<file path="src/rtl/jump_addr_if.sv">
// Fetch/decode-side bundle of the jump address unit: decode-stage inputs, PC and
// return-stack status outputs.
interface jump_addr_if #(
    parameter int ADDR_W  = 8,
    parameter int INSTR_W = 8,
    parameter int DEPTH   = 4
);
    localparam int SD_W = $clog2(DEPTH + 1);

    logic [INSTR_W-1:0] instr;
    logic               instr_vld;
    logic [1:0]         jmp_mode;
    logic               stall;
    logic [ADDR_W-1:0]  pc;
    logic [ADDR_W-1:0]  dec_pc;
    logic [ADDR_W-1:0]  jmp_addr;
    logic               jmp_taken;
    logic               flush;
    logic [SD_W-1:0]    stk_depth;
    logic               stk_ovf;
    logic               stk_udf;

    modport master (
        output instr, instr_vld, jmp_mode, stall,
        input  pc, dec_pc, jmp_addr, jmp_taken, flush, stk_depth, stk_ovf, stk_udf
    );

    modport slave (
        input  instr, instr_vld, jmp_mode, stall,
        output pc, dec_pc, jmp_addr, jmp_taken, flush, stk_depth, stk_ovf, stk_udf
    );
endinterface

</file>
<file path="src/rtl/jump_addr_unit.sv">
// Fetch PC owner: decodes jump-class instructions (abs/rel/call/ret), keeps the
// return-address stack and flushes the wrong-path fetch for one cycle.
module jump_addr_unit #(
    parameter int                ADDR_W   = 8,
    parameter int                INSTR_W  = 8,
    parameter int                DEPTH    = 4,
    parameter logic [ADDR_W-1:0] RESET_PC = '0
) (
    input  logic        clk,
    input  logic        rst_n,
    jump_addr_if.slave  bus
);
    localparam int IMM_W = INSTR_W - 2;
    localparam int SD_W  = $clog2(DEPTH + 1);
    localparam int IDX_W = (DEPTH > 1) ? $clog2(DEPTH) : 1;

    localparam logic [1:0] MODE_ABS  = 2'b00;
    localparam logic [1:0] MODE_REL  = 2'b01;
    localparam logic [1:0] MODE_CALL = 2'b10;
    localparam logic [1:0] MODE_RET  = 2'b11;

    logic [ADDR_W-1:0]       pc_q;
    logic [ADDR_W-1:0]       dec_pc_q;
    logic                    flush_q;
    logic [ADDR_W-1:0]       stk [DEPTH];
    logic [SD_W-1:0]         depth_q;
    logic                    ovf_q;
    logic                    udf_q;

    logic [1:0]              opcode;
    logic signed [IMM_W-1:0] imm;
    logic [ADDR_W-1:0]       simm;
    logic                    eff;
    logic                    stk_empty;
    logic                    stk_full;
    logic [IDX_W-1:0]        top_idx;
    logic [IDX_W-1:0]        push_idx;
    logic [ADDR_W-1:0]       stk_top;

    logic                    taken;
    logic [ADDR_W-1:0]       target;
    logic                    do_push;
    logic                    do_pop;
    logic                    set_ovf;
    logic                    set_udf;

    assign opcode    = bus.instr[INSTR_W-1 -: 2];
    assign imm       = bus.instr[IMM_W-1:0];
    assign simm      = ADDR_W'(imm);
    assign eff       = bus.instr_vld & ~flush_q & ~bus.stall & (opcode == 2'b11);
    assign stk_empty = (depth_q == '0);
    assign stk_full  = (depth_q == SD_W'(DEPTH));
    assign top_idx   = IDX_W'(depth_q - SD_W'(1));
    assign push_idx  = IDX_W'(depth_q);
    assign stk_top   = stk_empty ? '0 : stk[top_idx];

    always_comb begin
        taken   = 1'b0;
        target  = '0;
        do_push = 1'b0;
        do_pop  = 1'b0;
        set_ovf = 1'b0;
        set_udf = 1'b0;
        if (eff) begin
            case (bus.jmp_mode)
                MODE_ABS: begin
                    taken  = 1'b1;
                    target = simm;
                end
                MODE_REL: begin
                    taken  = 1'b1;
                    target = dec_pc_q + simm;
                end
                MODE_CALL: begin
                    // The jump always happens; only the push is lost on overflow.
                    taken   = 1'b1;
                    target  = simm;
                    do_push = ~stk_full;
                    set_ovf = stk_full;
                end
                MODE_RET: begin
                    taken   = ~stk_empty;
                    target  = stk_top;
                    do_pop  = ~stk_empty;
                    set_udf = stk_empty;
                end
                default: begin
                    taken = 1'b0;
                end
            endcase
        end
    end

    always_ff @(posedge clk or negedge rst_n) begin
        if (!rst_n) begin
            pc_q     <= RESET_PC;
            dec_pc_q <= RESET_PC;
            flush_q  <= 1'b0;
            depth_q  <= '0;
            ovf_q    <= 1'b0;
            udf_q    <= 1'b0;
            for (int i = 0; i < DEPTH; i++) begin
                stk[i] <= '0;
            end
        end else if (!bus.stall) begin
            dec_pc_q <= pc_q;
            pc_q     <= taken ? target : pc_q + ADDR_W'(1);
            flush_q  <= taken;
            if (do_push) begin
                stk[push_idx] <= dec_pc_q + ADDR_W'(1);
                depth_q       <= depth_q + SD_W'(1);
            end else if (do_pop) begin
                depth_q <= depth_q - SD_W'(1);
            end
            if (set_ovf) ovf_q <= 1'b1;
            if (set_udf) udf_q <= 1'b1;
        end
    end

    assign bus.pc        = pc_q;
    assign bus.dec_pc    = dec_pc_q;
    assign bus.jmp_addr  = taken ? target : '0;
    assign bus.jmp_taken = taken;
    assign bus.flush     = flush_q;
    assign bus.stk_depth = depth_q;
    assign bus.stk_ovf   = ovf_q;
    assign bus.stk_udf   = udf_q;
endmodule

</file>
<file path="src/flat_wrapper.sv">
// flat-port wrapper written by rule: the top's interface ports become plain ports
module jump_addr_unit_flat 
#(
    parameter int                ADDR_W   = 8,
    parameter int                INSTR_W  = 8,
    parameter int                DEPTH    = 4,
    parameter logic [ADDR_W-1:0] RESET_PC = '0
)
  (clk, rst_n, bus_instr, bus_instr_vld, bus_jmp_mode, bus_stall, bus_pc, bus_dec_pc, bus_jmp_addr, bus_jmp_taken, bus_flush, bus_stk_depth, bus_stk_ovf, bus_stk_udf);
  jump_addr_if #(.ADDR_W(ADDR_W), .INSTR_W(INSTR_W), .DEPTH(DEPTH)) bus_i ();
  input  logic clk;
  input  logic rst_n;
  input wire logic [$bits(bus_i.instr)-1:0] bus_instr;
  input wire logic [$bits(bus_i.instr_vld)-1:0] bus_instr_vld;
  input wire logic [$bits(bus_i.jmp_mode)-1:0] bus_jmp_mode;
  input wire logic [$bits(bus_i.stall)-1:0] bus_stall;
  output wire logic [$bits(bus_i.pc)-1:0] bus_pc;
  output wire logic [$bits(bus_i.dec_pc)-1:0] bus_dec_pc;
  output wire logic [$bits(bus_i.jmp_addr)-1:0] bus_jmp_addr;
  output wire logic [$bits(bus_i.jmp_taken)-1:0] bus_jmp_taken;
  output wire logic [$bits(bus_i.flush)-1:0] bus_flush;
  output wire logic [$bits(bus_i.stk_depth)-1:0] bus_stk_depth;
  output wire logic [$bits(bus_i.stk_ovf)-1:0] bus_stk_ovf;
  output wire logic [$bits(bus_i.stk_udf)-1:0] bus_stk_udf;
  assign bus_i.instr = bus_instr;
  assign bus_i.instr_vld = bus_instr_vld;
  assign bus_i.jmp_mode = bus_jmp_mode;
  assign bus_i.stall = bus_stall;
  assign bus_pc = bus_i.pc;
  assign bus_dec_pc = bus_i.dec_pc;
  assign bus_jmp_addr = bus_i.jmp_addr;
  assign bus_jmp_taken = bus_i.jmp_taken;
  assign bus_flush = bus_i.flush;
  assign bus_stk_depth = bus_i.stk_depth;
  assign bus_stk_ovf = bus_i.stk_ovf;
  assign bus_stk_udf = bus_i.stk_udf;
  jump_addr_unit #(.ADDR_W(ADDR_W), .INSTR_W(INSTR_W), .DEPTH(DEPTH), .RESET_PC(RESET_PC)) u_core (.clk(clk), .rst_n(rst_n), .bus(bus_i));
endmodule
</file>
<file path="config.mk">
export PLATFORM = sky130hd
export DESIGN_NAME = jump_addr_unit_flat
export DESIGN_NICKNAME = d
export VERILOG_FILES = /design/src/rtl/jump_addr_if.sv /design/src/rtl/jump_addr_unit.sv /design/src/flat_wrapper.sv
export SDC_FILE = /design/constraint.sdc
export NUM_CORES = 1
export LEC_CHECK = 0
export CORE_ASPECT_RATIO = 0.8
export CORE_MARGIN = 1.5
export CORE_UTILIZATION = 50
export DETAILED_ROUTE_END_ITERATION = 16
export GPL_TIMING_DRIVEN = 0
export PLACE_DENSITY = 0.74
export SLEW_MARGIN = 15
export SYNTH_ARGS = -nofsm -noshare
export SYNTH_HDL_FRONTEND = slang
export SYNTH_SLANG_ARGS = --single-unit
export TNS_END_PERCENT = 5
</file>
<file path="constraint.sdc">
create_clock -name clk -period 4 [get_ports clk]
set_clock_uncertainty 0.2 [all_clocks]
set_input_delay 0.6 -clock clk [delete_from_list [all_inputs] [get_ports clk]]
set_output_delay 0.6 -clock clk [all_outputs]
set_load 0.02 [all_outputs]
</file>
==> insert_results.sql <==
INSERT INTO impl_metrics (metric_group, metric, value, unit) VALUES
('floorplan', 'die-height', '72.8', 'um'),
('cts', 'clock_sinks', '54', ''),
('routing', 'vias_per_cell', '5.89', ''),
('layout', 'most-common-layout-cells', 'sky130_fd_sc_hd__dfrtp_1, sky130_fd_sc_hd__nand2_1, sky130_fd_sc_hd__o21ai_0, sky130_fd_sc_hd__clkdlybuf4s50_1, sky130_fd_sc_hd__nor2_1', ''),
('cts', 'clk_path_buf_depth', '2', ''),
('cts', 'numCtsBuffers', '5', ''),
('sta', 'slew_headroom', '54.7', '%'),
('routing', 'antenna_left', '0', ''),
('layout', 'fillerInstances', '495', ''),
('placement', 'routabilityCongestion', '0.826', ''),
('placement', 'numPortBuffers', '43', ''),
('layout', 'drive_above_1_share', '12.1', '%'),
('sta', 'drv_slew', '0', ''),
('routing', 'detailroute.via_count', '2528', ''),
('floorplan', 'die-area', '6570', 'um2'),
('power_and_ir_drop', 'p_comb_share', '45.7', '%'),
('routing', 'dr_pass1_iterations', '5', ''),
('global_routing', 'gr-total-overflow', '0', ''),
('global_routing', 'grt_antenna_before_repair', '0', ''),
('sta', 'timing.final.setup_violations', '0', ''),
('synthesis', 'postSynthNetCount', '326', ''),
('global_routing', 'grt_first_pass_wirelength', '12200', 'um'),
('cts', 'worst_setup_hold_path_clk_slew', '0.11', 'ns'),
('synthesis', 'ys_types', '48', ''),
('synthesis', 'async_reset_ff_share', '100', '%'),
('sta', 'timing.fmax', '263', 'MHz'),
('sta', 'timing.final.hold_violations', '0', ''),
('sta', 'worst_pin_slew', '0.680', 'ns'),
('run_status', 'status', 'complete, no violations', ''),
('routing', 'first_iter_violations', '229', ''),
('critical_path', 'worstSetupEndpointType', 'primary output', ''),
('layout', 'design.final.nets', '376', ''),
('critical_path', 'start_kind', 'input port', ''),
('layout', 'multi_input_area', '1620', 'um2'),
('synthesis', 'synth_seq_cells', '54', ''),
('power_and_ir_drop', 'power.switching_fraction', '41.2', '%'),
('job', 'timing.max_cap.violations', '0', ''),
('placement', 'place_ws', '-0.172', 'ns'),
('critical_path', 'critical_path_class', 'in -> out', ''),
('floorplan', 'initial_utilization', '51.8', '%'),
('sta', 'fin_ws', '0.197', 'ns'),
('synthesis', 'synth-warning-count', '0', ''),
('global_routing', 'groute.usage.overall', '23.8', '%'),
('placement', 'detailed_place_hpwl', '5390', 'um'),
('power_and_ir_drop', 'total_power', '2.17', 'mW'),
('power_and_ir_drop', 'power.density_cell_area', '591', 'nW/um2'),
('cts', 'h-tree-depth', '2', ''),
('synthesis', 'fraction_of_the_yosys_area_taken_by_sequential_cells', '44.4', '%'),
('sta', 'final_min_period_over_clock_period', '95.1', '%'),
('synthesis', 'synth_top_area_cell', 'sky130_fd_sc_hd__dfrtp_1', ''),
('synthesis', 'count_of_mapped_cells_out_of_synthesis', '297', ''),
('cts', 'cts_tree', 'yes', ''),
('critical_path', 'worst-endpoint-required', '3.20', 'ns'),
('power_and_ir_drop', 'p_switching', '0.895', 'mW'),
('floorplan', 'fp.dieW', '90.3', 'um'),
('critical_path', 'critPathMaxFanout', '2', ''),
('power_and_ir_drop', 'clkPwrFrac', '14.9', '%'),
('sta', 'hold-worst-slack', '0.100', 'ns'),
('cts', 'ctsRootBufferMaster', 'sky130_fd_sc_hd__clkbuf_8', ''),
('floorplan', 'floorplan.io_pins', '45', ''),
('synthesis', 'fraction_of_post_synthesis_cell_area_in_the_top_cell_type_by_area', '44.4', '%'),
('sta', 'grt_setup_unrepaired', 'false', ''),
('power_and_ir_drop', 'cellInternalPower', '1.28', 'mW'),
('sta', 'period_needed', '3.80', 'ns'),
('routing', 'route.detailed.drc', '0', ''),
('power_and_ir_drop', 'power.sequential.fraction', '39.4', '%'),
('cts', 'cts_hold_buffers', '0', ''),
('power_and_ir_drop', 'static-leakage-power', '1.65', 'nW'),
('synthesis', 'synthFlopType', 'sky130_fd_sc_hd__dfrtp_1', ''),
('synthesis', 'syn_area_per_cell', '10.3', 'um2'),
('floorplan', 'num_rows', '25', '');
power by group through the flow:
stage	combinational, mW	sequential, mW	clock [mW]
global route	1.09	0.880	0.349
CTS	0.988	0.853	0.330
detailed placement	0.984	0.864	0
floorplan	0.544	0.925	0
finish	0.994	0.857	0.324
global placement	0.960	0.857	0
registers in the layout, indices dropped and copies added, names as in the netlist:
register              count
u_core.bus.dec_pc         8
u_core.bus.stk_udf        1
u_core.bus.stk_ovf        1
u_core.bus.pc             8
u_core.stk               32
u_core.bus.flush          1
u_core.bus.stk_depth      3
path summary, 6_finish.rpt:
check                                endpoint                 start  cells after the start  slack (ns)
max in group asynchronous      u_core.stk[15]                 rst_n                      1        3.02
setup reg to reg             u_core.bus.pc[6]  u_core.bus.dec_pc[0]                      7        1.39
hold / removal             u_core.bus.stk_udf                 rst_n                      1        0.10
hold reg to reg            u_core.bus.stk_ovf    u_core.bus.stk_ovf                      1        0.28
min in group clk           u_core.bus.stk_ovf    u_core.bus.stk_ovf                      1        0.28
setup / recovery              bus_jmp_addr[6]          bus_instr[0]                      8        0.20
worst max-delay path, cell delays in order:
cell,delay [ns]
sky130_fd_sc_hd__clkdlybuf4s50_1,0.43
sky130_fd_sc_hd__ha_1,0.22
sky130_fd_sc_hd__fa_1,0.41
sky130_fd_sc_hd__a21o_1,0.23
sky130_fd_sc_hd__a221oi_1,0.30
sky130_fd_sc_hd__xor2_1,0.13
sky130_fd_sc_hd__o32ai_2,0.32
sky130_fd_sc_hd__dlygate4sd2_1,0.37
cells in the mapped netlist, drive strengths merged, types with 3 or more instances:
library cell and count:
dfrtp 54, nand2 43, o21ai 41, nor2 16, ha 14, nand3 13, buf 11, mux2 11
a21oi 10, mux4 8, inv 7, xor2 7, a21o 6, xnor2 5, a221o 4, a31oi 4
nand2b 4, nor2b 4, nor3 4, nand4b 3, o211ai 3
what timing repair did:
item	4_1_cts	5_1_grt
endpoints found under the setup margin	1	2
resized for setup	1	3
buffers inserted	0	0
layout make-up:
| class | count | share of cell area, % |
|---|---|---|
| Clock buffer | 5 | 1.87 |
| Sequential cell | 54 | 36.7 |
| Multi-Input combinational cell | 224 | 43.9 |
| Timing Repair Buffer | 43 | 11.7 |
| Tap cell | 81 | 2.75 |
| Buffer | 12 | 1.73 |
| Inverter | 7 | 0.714 |
| Clock inverter | 3 | 0.680 |
layer usage:
layer,part of all wire (%),track usage [%],vias up
met4,0.83,5.64,0
met2,45,37.4,81
met3,5.1,3.65,7
met5,0,0,-
li1,-,-,1183
met1,49,35.0,1257
logic make-up (layout without fill, tap and decap cells):
logic type / Yosys count / in the layout / share of synthesized area, %
fa+ha+maj: 15 / 15 / 6.41
buf+inv: 19 / 70 / 2.96
xor+xnor: 12 / 12 / 3.45
flops: 54 / 54 / 44.4
compound gates: 81 / 81 / 17.1
mux: 20 / 20 / 10.9
simple gates: 96 / 96 / 14.8
metrics by stage:
step	area (um2)	std cells	util [%]	TNS, ns
3_3_place_gp	3580	421	60.9	-0.175
4_1_cts	3670	429	62.4	0
3_5_place_dp	3580	421	60.8	-0.172
5_1_grt	3680	429	62.6	0
2_1_floorplan	3050	297	-	0
6_report	3680	429	62.6	0
Power figures use the tool's default switching activity.
